$ cat src/rtl/alu_ctrl_issue.sv
// ALU control issue: decodes ALUOp/funct into the 4-bit ALU op code,
// registers it for EX and sequences the multi-cycle DIVU window.
//
// Ports:
//   clk, rst          clock, synchronous active-high reset
//   flush             squash the EX-bound op
//   in_valid/in_ready decode handshake (in_ready = !div_busy)
//   alu_op, funct     main-control class and R-type funct
//   signal_out        registered ALU operation code
//   out_valid         signal_out carries a live op
//   illegal           unmapped R-type funct seen
//   div_busy/div_done DIVU window active / final window cycle
module alu_ctrl_issue #(
  parameter int DIV_CYCLES = 32,
  parameter int CNT_W      = 6
) (
  input  logic       clk,
  input  logic       rst,
  input  logic       flush,
  input  logic       in_valid,
  output logic       in_ready,
  input  logic [1:0] alu_op,
  input  logic [5:0] funct,
  output logic [3:0] signal_out,
  output logic       out_valid,
  output logic       illegal,
  output logic       div_busy,
  output logic       div_done
);

  localparam logic [3:0] OP_AND  = 4'b0000;
  localparam logic [3:0] OP_OR   = 4'b0001;
  localparam logic [3:0] OP_ADD  = 4'b0010;
  localparam logic [3:0] OP_SLL  = 4'b0011;
  localparam logic [3:0] OP_DIVU = 4'b0100;
  localparam logic [3:0] OP_BNE  = 4'b0101;
  localparam logic [3:0] OP_SUB  = 4'b0110;
  localparam logic [3:0] OP_SLT  = 4'b0111;

  localparam logic [0:0] IDLE = 1'b0;
  localparam logic [0:0] DIV  = 1'b1;

  localparam logic [CNT_W-1:0] CNT_LOAD = CNT_W'(DIV_CYCLES - 1);

  logic [0:0]       state;
  logic [CNT_W-1:0] cnt;
  logic [3:0]       dec_op;
  logic             dec_ill;
  logic             dec_div;
  logic             accept;

  always_comb begin
    dec_op  = OP_ADD;
    dec_ill = 1'b0;
    unique case (1'b1)
      alu_op == 2'b00: dec_op = OP_ADD;
      alu_op == 2'b01: dec_op = OP_SUB;
      alu_op == 2'b11: dec_op = OP_BNE;
      alu_op == 2'b10: begin
        case (funct)
          6'b100000: dec_op = OP_ADD;
          6'b100010: dec_op = OP_SUB;
          6'b100100: dec_op = OP_AND;
          6'b100101: dec_op = OP_OR;
          6'b101010: dec_op = OP_SLT;
          6'b000000: dec_op = OP_SLL;
          6'b011011: dec_op = OP_DIVU;
          default: begin
            dec_op  = OP_ADD;
            dec_ill = 1'b1;
          end
        endcase
      end
    endcase
  end

  assign dec_div  = (dec_op == OP_DIVU);
  assign div_busy = (state == DIV);
  assign div_done = div_busy && (cnt == '0);
  assign in_ready = !div_busy;
  assign accept   = in_valid && in_ready && !flush;

  always_ff @(posedge clk) begin
    if (rst || flush) begin
      state      <= IDLE;
      cnt        <= '0;
      signal_out <= OP_ADD;
      out_valid  <= 1'b0;
      illegal    <= 1'b0;
    end else begin
      unique case (state)
        IDLE: begin
          if (accept) begin
            signal_out <= dec_op;
            out_valid  <= 1'b1;
            illegal    <= dec_ill;
            if (dec_div) begin
              state <= DIV;
              cnt   <= CNT_LOAD;
            end
          end else begin
            out_valid <= 1'b0;
            illegal   <= 1'b0;
          end
        end
        DIV: begin
          // op stays on the bus until the window closes
          illegal <= 1'b0;
          if (cnt == '0) begin
            state     <= IDLE;
            out_valid <= 1'b0;
          end else begin
            cnt       <= cnt - 1'b1;
            out_valid <= 1'b1;
          end
        end
        default: begin
          state <= IDLE;
          cnt   <= '0;
        end
      endcase
    end
  end

endmodule

$ cat config.mk
export PLATFORM = sky130hd
export DESIGN_NAME = alu_ctrl_issue
export DESIGN_NICKNAME = d
export VERILOG_FILES = /design/src/rtl/alu_ctrl_issue.sv
export SDC_FILE = /design/constraint.sdc
export NUM_CORES = 1
export LEC_CHECK = 0
export ABC_AREA = 0
export ABC_CLOCK_PERIOD_IN_PS = 2600
export BUFFER_PORTS_ARGS = -buffer_cell sky130_fd_sc_hd__buf_4
export CAP_MARGIN = 40
export CORE_AREA = 2 2 39 41
export CTS_BUF_LIST = sky130_fd_sc_hd__clkbuf_4 sky130_fd_sc_hd__clkbuf_8
export DETAILED_ROUTE_END_ITERATION = 6
export DIE_AREA = 0 0 41 43
export PLACE_DENSITY = 0.81
export SYNTH_ARGS = -nofsm -noshare
export SYNTH_HDL_FRONTEND = slang
export SYNTH_SLANG_ARGS = --single-unit
$ cat constraint.sdc
create_clock -name clk -period 2.6 [get_ports clk]
set_clock_uncertainty 0.05 [all_clocks]
set_input_delay 0.65 -clock clk [delete_from_list [all_inputs] [get_ports clk]]
set_output_delay 0.65 -clock clk [all_outputs]
set_load 0.1 [all_outputs]
---- After elaboration in Yosys (flattened, before gate mapping) ----
Cells that the tools add are included.
cells by class
  add/subtract/negate cells ............... 1
  equality and inequality tests ........... 13
  multiplexer cells ....................... 16
  bitwise gates (word level) .............. 1
  reductions and logical operators ........ 12
operators with widths
  kind                   number
  $eq A6 B6 Y1 const B   5
  $mux W6                3
  $pmux W3 S6            1
  $pmux W4 S4            1
  $logic_not A6 Y1       2
  $pmux W6 S2            1
  $mux W1                7
  $reduce_or A7 Y1       1
  $eq A6 B5 Y1 const B   1
  $ne A2 B2 Y1 const B   3
  $pmux W1 S2            3
  $sub A6 B1 Y6 const B  1
  $eq A2 B2 Y1 const B   2
  $eq A4 B3 Y1 const B   1
  $logic_and A1 B1 Y1    3
  $reduce_and A3 Y1      1
  $eq A2 B1 Y1 const B   1
  $logic_not A1 Y1       2
  $logic_not A2 Y1       1
  $reduce_and A2 Y1      1
  $logic_or A1 B1 Y1     1
  $not A1 Y1             1
storage, ports and cells
  register bits after elaboration ......... 13
  input port bits ......................... 12
  logic and storage cells ................. 48

---- Depth between registers and ports, before layout ----
Gate-level depths: netlist of run 1.
  word-level depth ........................ 7
  mapped depth ............................ 6
  depth with buffers taken out ............ 6

---- Worst setup path after synthesis of run 1 ----
OpenSTA, ideal clock, no wires.
  path kind ............................... reg-to-reg
  start ................................... reg state, in the netlist div_busy
  end ..................................... reg cnt[0]
  library setup time ...................... 0.131 ns
  arrival time ............................ 2.366 ns
  data required time ...................... 2.419 ns
  setup slack ............................. 0.054 ns
  cell stages (with the launch flop) ...... 5
  cells stage by stage .................... dfxtp_1 > inv_1 > a21oi_1 > xnor2_1 > a21oi_1
on the way
  cells in the longest elaborated chain, start to end .. 5
  elaborated cells between the ends (all ways) .. 9
  classes of those cells .................. 3 x eq/ne; 1 x mux; 1 x bitwise; 4 x reduce/logical
ends and longest elaborated chain
  what                                RTL line  RTL
  start: declaration                  45        logic [0:0] state;
  start signal: assignment            85        state <= IDLE;
  start signal: assignment            98        state <= DIV;
  start signal: assignment            110       state <= IDLE;
  $logic_not A1 Y1                    80        assign in_ready = !div_busy;
  net in_ready                        21        output logic in_ready,
  $logic_and A1 B1 Y1 (2 in a row)    81        assign accept = in_valid && in_ready && !flush;
  $ne A2 B2 Y1 (no source line)       -
  $reduce_and A3 Y1 (no source line)  -
  end signal: assignment              113       cnt <= cnt - 1'b1;
  end: declaration                    46        logic [CNT_W-1:0] cnt;
The timed path passes the listed nets, and every way through them passes these cells.
A chain may end at the register's enable or synchronous reset.

---- Worst setup path in the final report of run 1 ----
  start ................................... reg cnt[0]
  end ..................................... out div_done
on the way
  cells in the longest elaborated chain, start to end .. 2
ends and longest elaborated chain
  what                 RTL line  RTL
  $logic_not A6 Y1     79        assign div_done = div_busy && (cnt == '0);
  $logic_and A1 B1 Y1  79
  end: declaration     28        output logic div_done
Every way passes these cells.

==> results_dict.tcl, run 1 <==
set metrics [dict create \
    status "completed" \
    post_cts_resized 0 \
    ir_drop_mv 0.2738 \
    first_iter_violations 7 \
    seq_power_share_pct 51.7 \
    crit_buf_inv 2 \
    timing.final.ws_setup_ns 0.3203 \
    clock_latency_ns 0.26 \
    grt_pass1_wl_um 2325 \
    rsz0062_at_grt "no" \
    critPathArrivalTime_ns 1.58 \
    cts_tree "built" \
    ys_ff_latch 12 \
    fmax_ghz 0.4387 \
    synth_top_area_cell "dfxtp_1" \
    synthToLayoutAreaGrowth_pct 24.78 \
    dpl.hpwl_um 1147 \
    synth_cell_types 37 \
    viasPerCell 5.642 \
    worstPathMaxFanout 4 \
    drive_gt1_share_pct 29.81 \
    start_util_pct 50.72 \
    grt_max_degree 10 \
    finalMaxSlewViolations 0 \
    synth_cells 84 \
    p_leak_nw 0.3557 \
    final_nets 119 \
    fillers 130 \
    hp-class "flop to flop" \
    n_antenna_cell 0 \
    period_needed_ns 2.280 \
    core_area_sq_mm 0.001384 \
    cts_buffer_depth 2 \
    die_x_um 41 \
    grt_pass1_vias 570 \
    hold_path.startpoint "cnt[1]$_SDFFE_PP0P_" \
    wl_per_cell_um 11.92 \
    num_vias 677 \
    cellInternalPower_mw 0.2630 \
    max_stage_delay_ns 0.34 \
    r2r-end "cnt[0]$_SDFFE_PP0P_" \
    dp_slack_ns 0.6033 \
    cts_made_buffers 3 \
    antenna_found_initial 0 \
    pwr-share-clk_pct 29.9 \
    p_total_mw 0.3600 \
    cts_setup_buffers 0 \
    floorplan.rows 14 \
    drtAntennaViolNets 0 \
    cp-start-kind "flop" \
    yosysSeqAreaShare_pct 34.22 \
    h-tree-depth 1 \
    setup_viol 0 \
    fin_crit_sh_pct 87.68 \
    comb_power_share_pct 18.4 \
    tns_ns 0 \
    numPortBuffers 19 \
    hold-path-endpoint "cnt[1]$_SDFFE_PP0P_" \
    synthTopCellsByArea "dfxtp_1 34%, a21oi_1 6.4%, nor3_1 5.0%" \
    clkSinkCount 12 \
    worstPathCellList "inv_1 -> ha_1 -> nor3b_2 -> and3_2 -> buf_4" \
    syn_area_sq_um 701.9 \
    dp.cells 117 \
    p_sw_mw 0.09695 \
    rr_worst_depth 6 \
    switching_share_pct 26.93 \
    cts-root-buf "clkbuf_4" \
    finalHoldViolations 0 \
    grt_remaining_overflow 0 \
    gp_congestion 0.7808 \
    required_ns 1.90 \
    syn_nets 97 \
    synthDominantCellAreaShare_pct 34.22 \
    cp_top_family "simple AND/OR/NAND/NOR gates" \
    drc 0 \
    power.density_mw_per_mm2 411.0 \
    die-area_sq_mm 0.001763 \
    synth.avg_cell_area_sq_um 8.356 \
    worstSetupEndpointType "output port" \
    synth_warnings 0 \
    finalWirelength_um 1430 \
    drv_cap 0 \
    worst-r2r-setup-slack_ns 1.10 \
    crit_slowest_cell "dfxtp_1" \
    clk_pin_slew_ns 0.07 \
    cts_hold_buffers 0 \
    fin_cells 120 \
    hold_depth 2 \
    chipHeight_um 43 \
    track_usage_pct 18.85 \
    path_class "flop to output port" \
    pin_count 21 \
    r2r-start "cnt[0]$_SDFFE_PP0P_" \
    dr.pass1.iters 4 \
]
==> routing by layer <==
metal,vias to the layer above,track usage (%),wire length [um]
met5,-,0,0
met4,0,8.000,9
met3,2,3.141,57
met2,17,30.94,747
met1,309,22.80,616
li1,349,-,-
==> worst min-delay path: stages, from the launching register on <==
cell	delay, ns
dfxtp_1	0.32
inv_1	0.07
a31oi_1	0.07
==> synth_stat cells <==
cell type,instances
xnor2_1,2
and3_1,1
nor2_4,1
o2111ai_1,1
buf_4,1
or4b_1,1
nor3b_2,2
or3_1,1
dfxtp_1,12
a21o_1,1
clkbuf_1,1
nor2b_1,2
nand4b_1,2
o32a_1,1
a2bb2oi_1,1
a41oi_1,1
nor3_2,1
nand2b_2,1
nor3b_1,1
nand2_1,5
a211oi_1,1
nand2b_1,1
nand4b_2,1
or2_2,1
a31oi_1,2
nor2_1,6
nor3_1,7
ha_1,1
conb_1,1
inv_1,6
mux2i_1,2
o21ai_0,3
o221a_2,1
a22oi_1,1
nand3_1,1
a21oi_1,9
and3_2,1
==> power groups by stage <==
stage | Combinational (mW) | Clock [mW] | Sequential [mW]
final | 0.0661 | 0.108 | 0.186
after global routing | 0.0708 | 0.120 | 0.186
after CTS | 0.0660 | 0.111 | 0.186
after detailed placement | 0.0658 | 0 | 0.190
after global placement | 0.0648 | 0 | 0.190
after floorplan | 0.0285 | 0 | 0.202
==> flip-flops by register name, indices dropped and copies added (netlist names) <==
name	count
signal_out	3
out_valid	1
div_busy	1
illegal	1
cnt	6
==> layout make-up <==
type	count	area, sq um	area share, %
multi-input cells	64	427.9	48.86
clock buffers	3	22.52	2.571
inverters	6	22.52	2.571
repair buffers	19	142.6	16.29
flip-flops and latches	12	240.2	27.43
well taps	16	20.02	2.286
==> stage by stage <==
stage | hold slack (ns) | area [sq um] | utilization, %
5_1_grt | 0.4932 | 875.8 | 63.29
3_3_place_gp | 0.4254 | 853.3 | 61.66
6_report | 0.4548 | 875.8 | 63.29
3_5_place_dp | 0.4429 | 853.3 | 61.66
2_1_floorplan | 0.4112 | 701.9 | -
4_1_cts | 0.4540 | 875.8 | 63.29
==> cell families after synthesis <==
| group | synth area share, % |
|---|---|
| AOI/OAI and AO/OA | 20.32 |
| xor gates and xnor gates | 2.496 |
| adders and majority gates | 1.782 |
| buffers and inverters | 4.812 |
| DFF | 34.22 |
| muxes | 2.852 |
| other | 0.5342 |
| and+or+nand+nor | 32.98 |
==> worst max path at each step <==
stage | endpoint | from | cells after the start
5_1_grt | div_done | cnt[0]$_SDFFE_PP0P_ | 5
2_1_floorplan | cnt[0]$_SDFFE_PP0P_ | div_busy$_SDFF_PP0_ | 4
4_1_cts | div_done | cnt[0]$_SDFFE_PP0P_ | 5
3_5_place_dp | div_done | cnt[0]$_SDFFE_PP0P_ | 5
3_3_place_gp | div_done | cnt[0]$_SDFFE_PP0P_ | 5
6_report | div_done | cnt[0]$_SDFFE_PP0P_ | 5
==> layout by cell type, fill, tap and decap left out, types with 2 or more instances in the layout <==
master	netlist	layout
nor2_1	6	6
nor3b_2	2	2
clkbuf_4	0	3
a31oi_1	2	2
nor2b_1	2	2
buf_4	1	19
dfxtp_1	12	12
nand2_1	5	5
o21ai_0	3	3
nor3_1	7	7
nand4b_1	2	2
inv_1	6	6
xnor2_1	2	2
a21oi_1	9	9
mux2i_1	2	2
Note: power is estimated with default switching activity, not from simulation.
==> run 2, diff against run 1 <==
--- a/config.mk
+++ b/config.mk
@@ -7,13 +7,15 @@
 export LEC_CHECK = 0
 export ABC_AREA = 0
 export ABC_CLOCK_PERIOD_IN_PS = 2600
-export BUFFER_PORTS_ARGS = -buffer_cell sky130_fd_sc_hd__buf_4
 export CAP_MARGIN = 40
 export CORE_AREA = 2 2 39 41
 export CTS_BUF_LIST = sky130_fd_sc_hd__clkbuf_4 sky130_fd_sc_hd__clkbuf_8
 export DETAILED_ROUTE_END_ITERATION = 6
 export DIE_AREA = 0 0 41 43
-export PLACE_DENSITY = 0.81
+export DONT_BUFFER_PORTS = 1
+export PLACE_DENSITY = 0.68
+export SKIP_CTS_REPAIR_TIMING = 1
+export SKIP_LAST_GASP = 1
 export SYNTH_ARGS = -nofsm -noshare
 export SYNTH_HDL_FRONTEND = slang
 export SYNTH_SLANG_ARGS = --single-unit
==> run 2 against run 1 <==
  * Global-route usage up 1.6 points
  * Utilization down 5.1 points
  * Critical endpoint unchanged
  * Setup slack better by 0.051 ns
  * Sequential power about the same
  * Flip-flop and latch count unchanged
  * Count of clock-buffer cells in the layout unchanged
  * First-iteration DRC count up 29%
  * Cell area down 8.0%
  * Clock power about the same
  * Die area unchanged
==> results_dict.tcl, run 2 (same netlist as run 1, synthesis figures left out) <==
set metrics [dict create \
    status "completed" \
    drv_cap 0 \
    hp-class "flop to flop" \
    ir_drop_mv 0.3167 \
    numPortBuffers 0 \
    final_nets 108 \
    finalWirelength_um 1402 \
    synthToLayoutAreaGrowth_pct 14.80 \
    p_leak_nw 0.3055 \
    period_needed_ns 2.228 \
    rr_worst_depth 6 \
    die-area_sq_mm 0.001763 \
    clkSinkCount 12 \
    worstPathMaxFanout 4 \
    drc 0 \
    finalMaxSlewViolations 0 \
    die_x_um 41 \
    cts_made_buffers 3 \
    h-tree-depth 1 \
    dpl.hpwl_um 1107 \
    drtAntennaViolNets 0 \
    cts_buffer_depth 2 \
    path_class "flop to output port" \
    dr.pass1.iters 4 \
    cts_tree "built" \
    clk_pin_slew_ns 0.07 \
    fin_crit_sh_pct 85.70 \
    power.density_mw_per_mm2 423.7 \
    cp-start-kind "flop" \
    layout_commonest_cell "dfxtp_1" \
    worstSetupEndpointType "output port" \
    r2r-end "cnt[0]$_SDFFE_PP0P_" \
    n_antenna_cell 0 \
    clock_latency_ns 0.27 \
    wl_per_cell_um 12.86 \
    grt_max_degree 10 \
    critPathArrivalTime_ns 1.53 \
    grt_pass1_vias 595 \
    first_iter_violations 9 \
    fillers 124 \
    grt_remaining_overflow 0 \
    pin_count 21 \
    worst-r2r-setup-slack_ns 1.09 \
    core_area_sq_mm 0.001384 \
    final_area_sq_um 805.8 \
    cts-root-buf "clkbuf_4" \
    drive_gt1_share_pct 21.51 \
    fmax_ghz 0.4488 \
    setup_viol 0 \
    chipHeight_um 43 \
    place_area_sq_um 783.3 \
    track_usage_pct 20.45 \
    tns_ns 0 \
    register_area_sq_um 240.2 \
    floorplan.rows 14 \
    viasPerCell 5.890 \
    top_regs "cnt: 6 flops, signal_out: 3 flops" \
    antenna_found_initial 0 \
    p_total_mw 0.3414 \
    finalHoldViolations 0 \
    largest_register "cnt" \
    gp_congestion 0.7134 \
    endpoint "div_done" \
    r2r-start "cnt[0]$_SDFFE_PP0P_" \
    rsz0062_at_grt "no" \
    largest_reg_flops 6 \
    hold_ws_ns 0.4489 \
    crit_path_start "cnt[0]$_SDFFE_PP0P_" \
    multi_input_area_sq_um 427.9 \
    num_vias 642 \
    final_cell_mix "12 x dfxtp_1, 9 x a21oi_1, 7 x nor3_1, 7 x buf_4" \
    start_util_pct 50.72 \
    required_ns 1.90 \
    grt_pass1_wl_um 2401 \
    hold_path.startpoint "cnt[1]$_SDFFE_PP0P_" \
]
## run 2: cell types whose count changed in the layout (fill, tap and decap cells not counted)
cell / change
buf_12: +1
buf_4: -12
## run 2: how the worst min path moves through the flow
stage / depth (start not counted) / endpoint
floorplan: 2 / cnt[1]$_SDFFE_PP0P_
global placement: 2 / cnt[1]$_SDFFE_PP0P_
detailed placement: 2 / cnt[1]$_SDFFE_PP0P_
CTS: 2 / cnt[1]$_SDFFE_PP0P_
global route: 2 / cnt[1]$_SDFFE_PP0P_
finish: 2 / cnt[1]$_SDFFE_PP0P_
## run 2: through the flow
stage          cells  setup slack (ns)  util (%)
3_3_place_gp     106            0.7135     56.60
6_report         109            0.3718     58.23
2_1_floorplan     84           0.05391         -
5_1_grt          109            0.2786     58.23
4_1_cts          109            0.3647     58.23
3_5_place_dp     106            0.6643     56.60
## run 2: cell type report
| type | count | area share, % |
|---|---|---|
| clock buffer | 3 | 2.795 |
| timing repair buffer | 8 | 9.006 |
| sequential | 12 | 29.81 |
| tap | 16 | 2.484 |
| inverter | 6 | 2.795 |
| multi-input combinational | 64 | 53.11 |
## run 2: critical path: stages (launching register included)
cell and delay, ns:
dfxtp_1 0.34, inv_1 0.07, ha_1 0.17, nor3b_2 0.26, and3_2 0.25, buf_12 0.17
## run 2: power breakdown
part | internal [mW] | switching, mW | leakage [nW]
Combinational | 0.0137 | 0.0313 | 0.195
Sequential | 0.185 | 0.000517 | 0.0969
Clock | 0.0537 | 0.0569 | 0.0138
Total | 0.253 | 0.0887 | 0.306
## run 2: routing by layer
layer	GRT usage (%)	part of all wire [%]	vias up
met2	32.50	47	20
met3	2.094	4.2	5
met5	0	0	-
li1	-	-	325
met1	24.09	45	292
met4	14.00	4.0	0
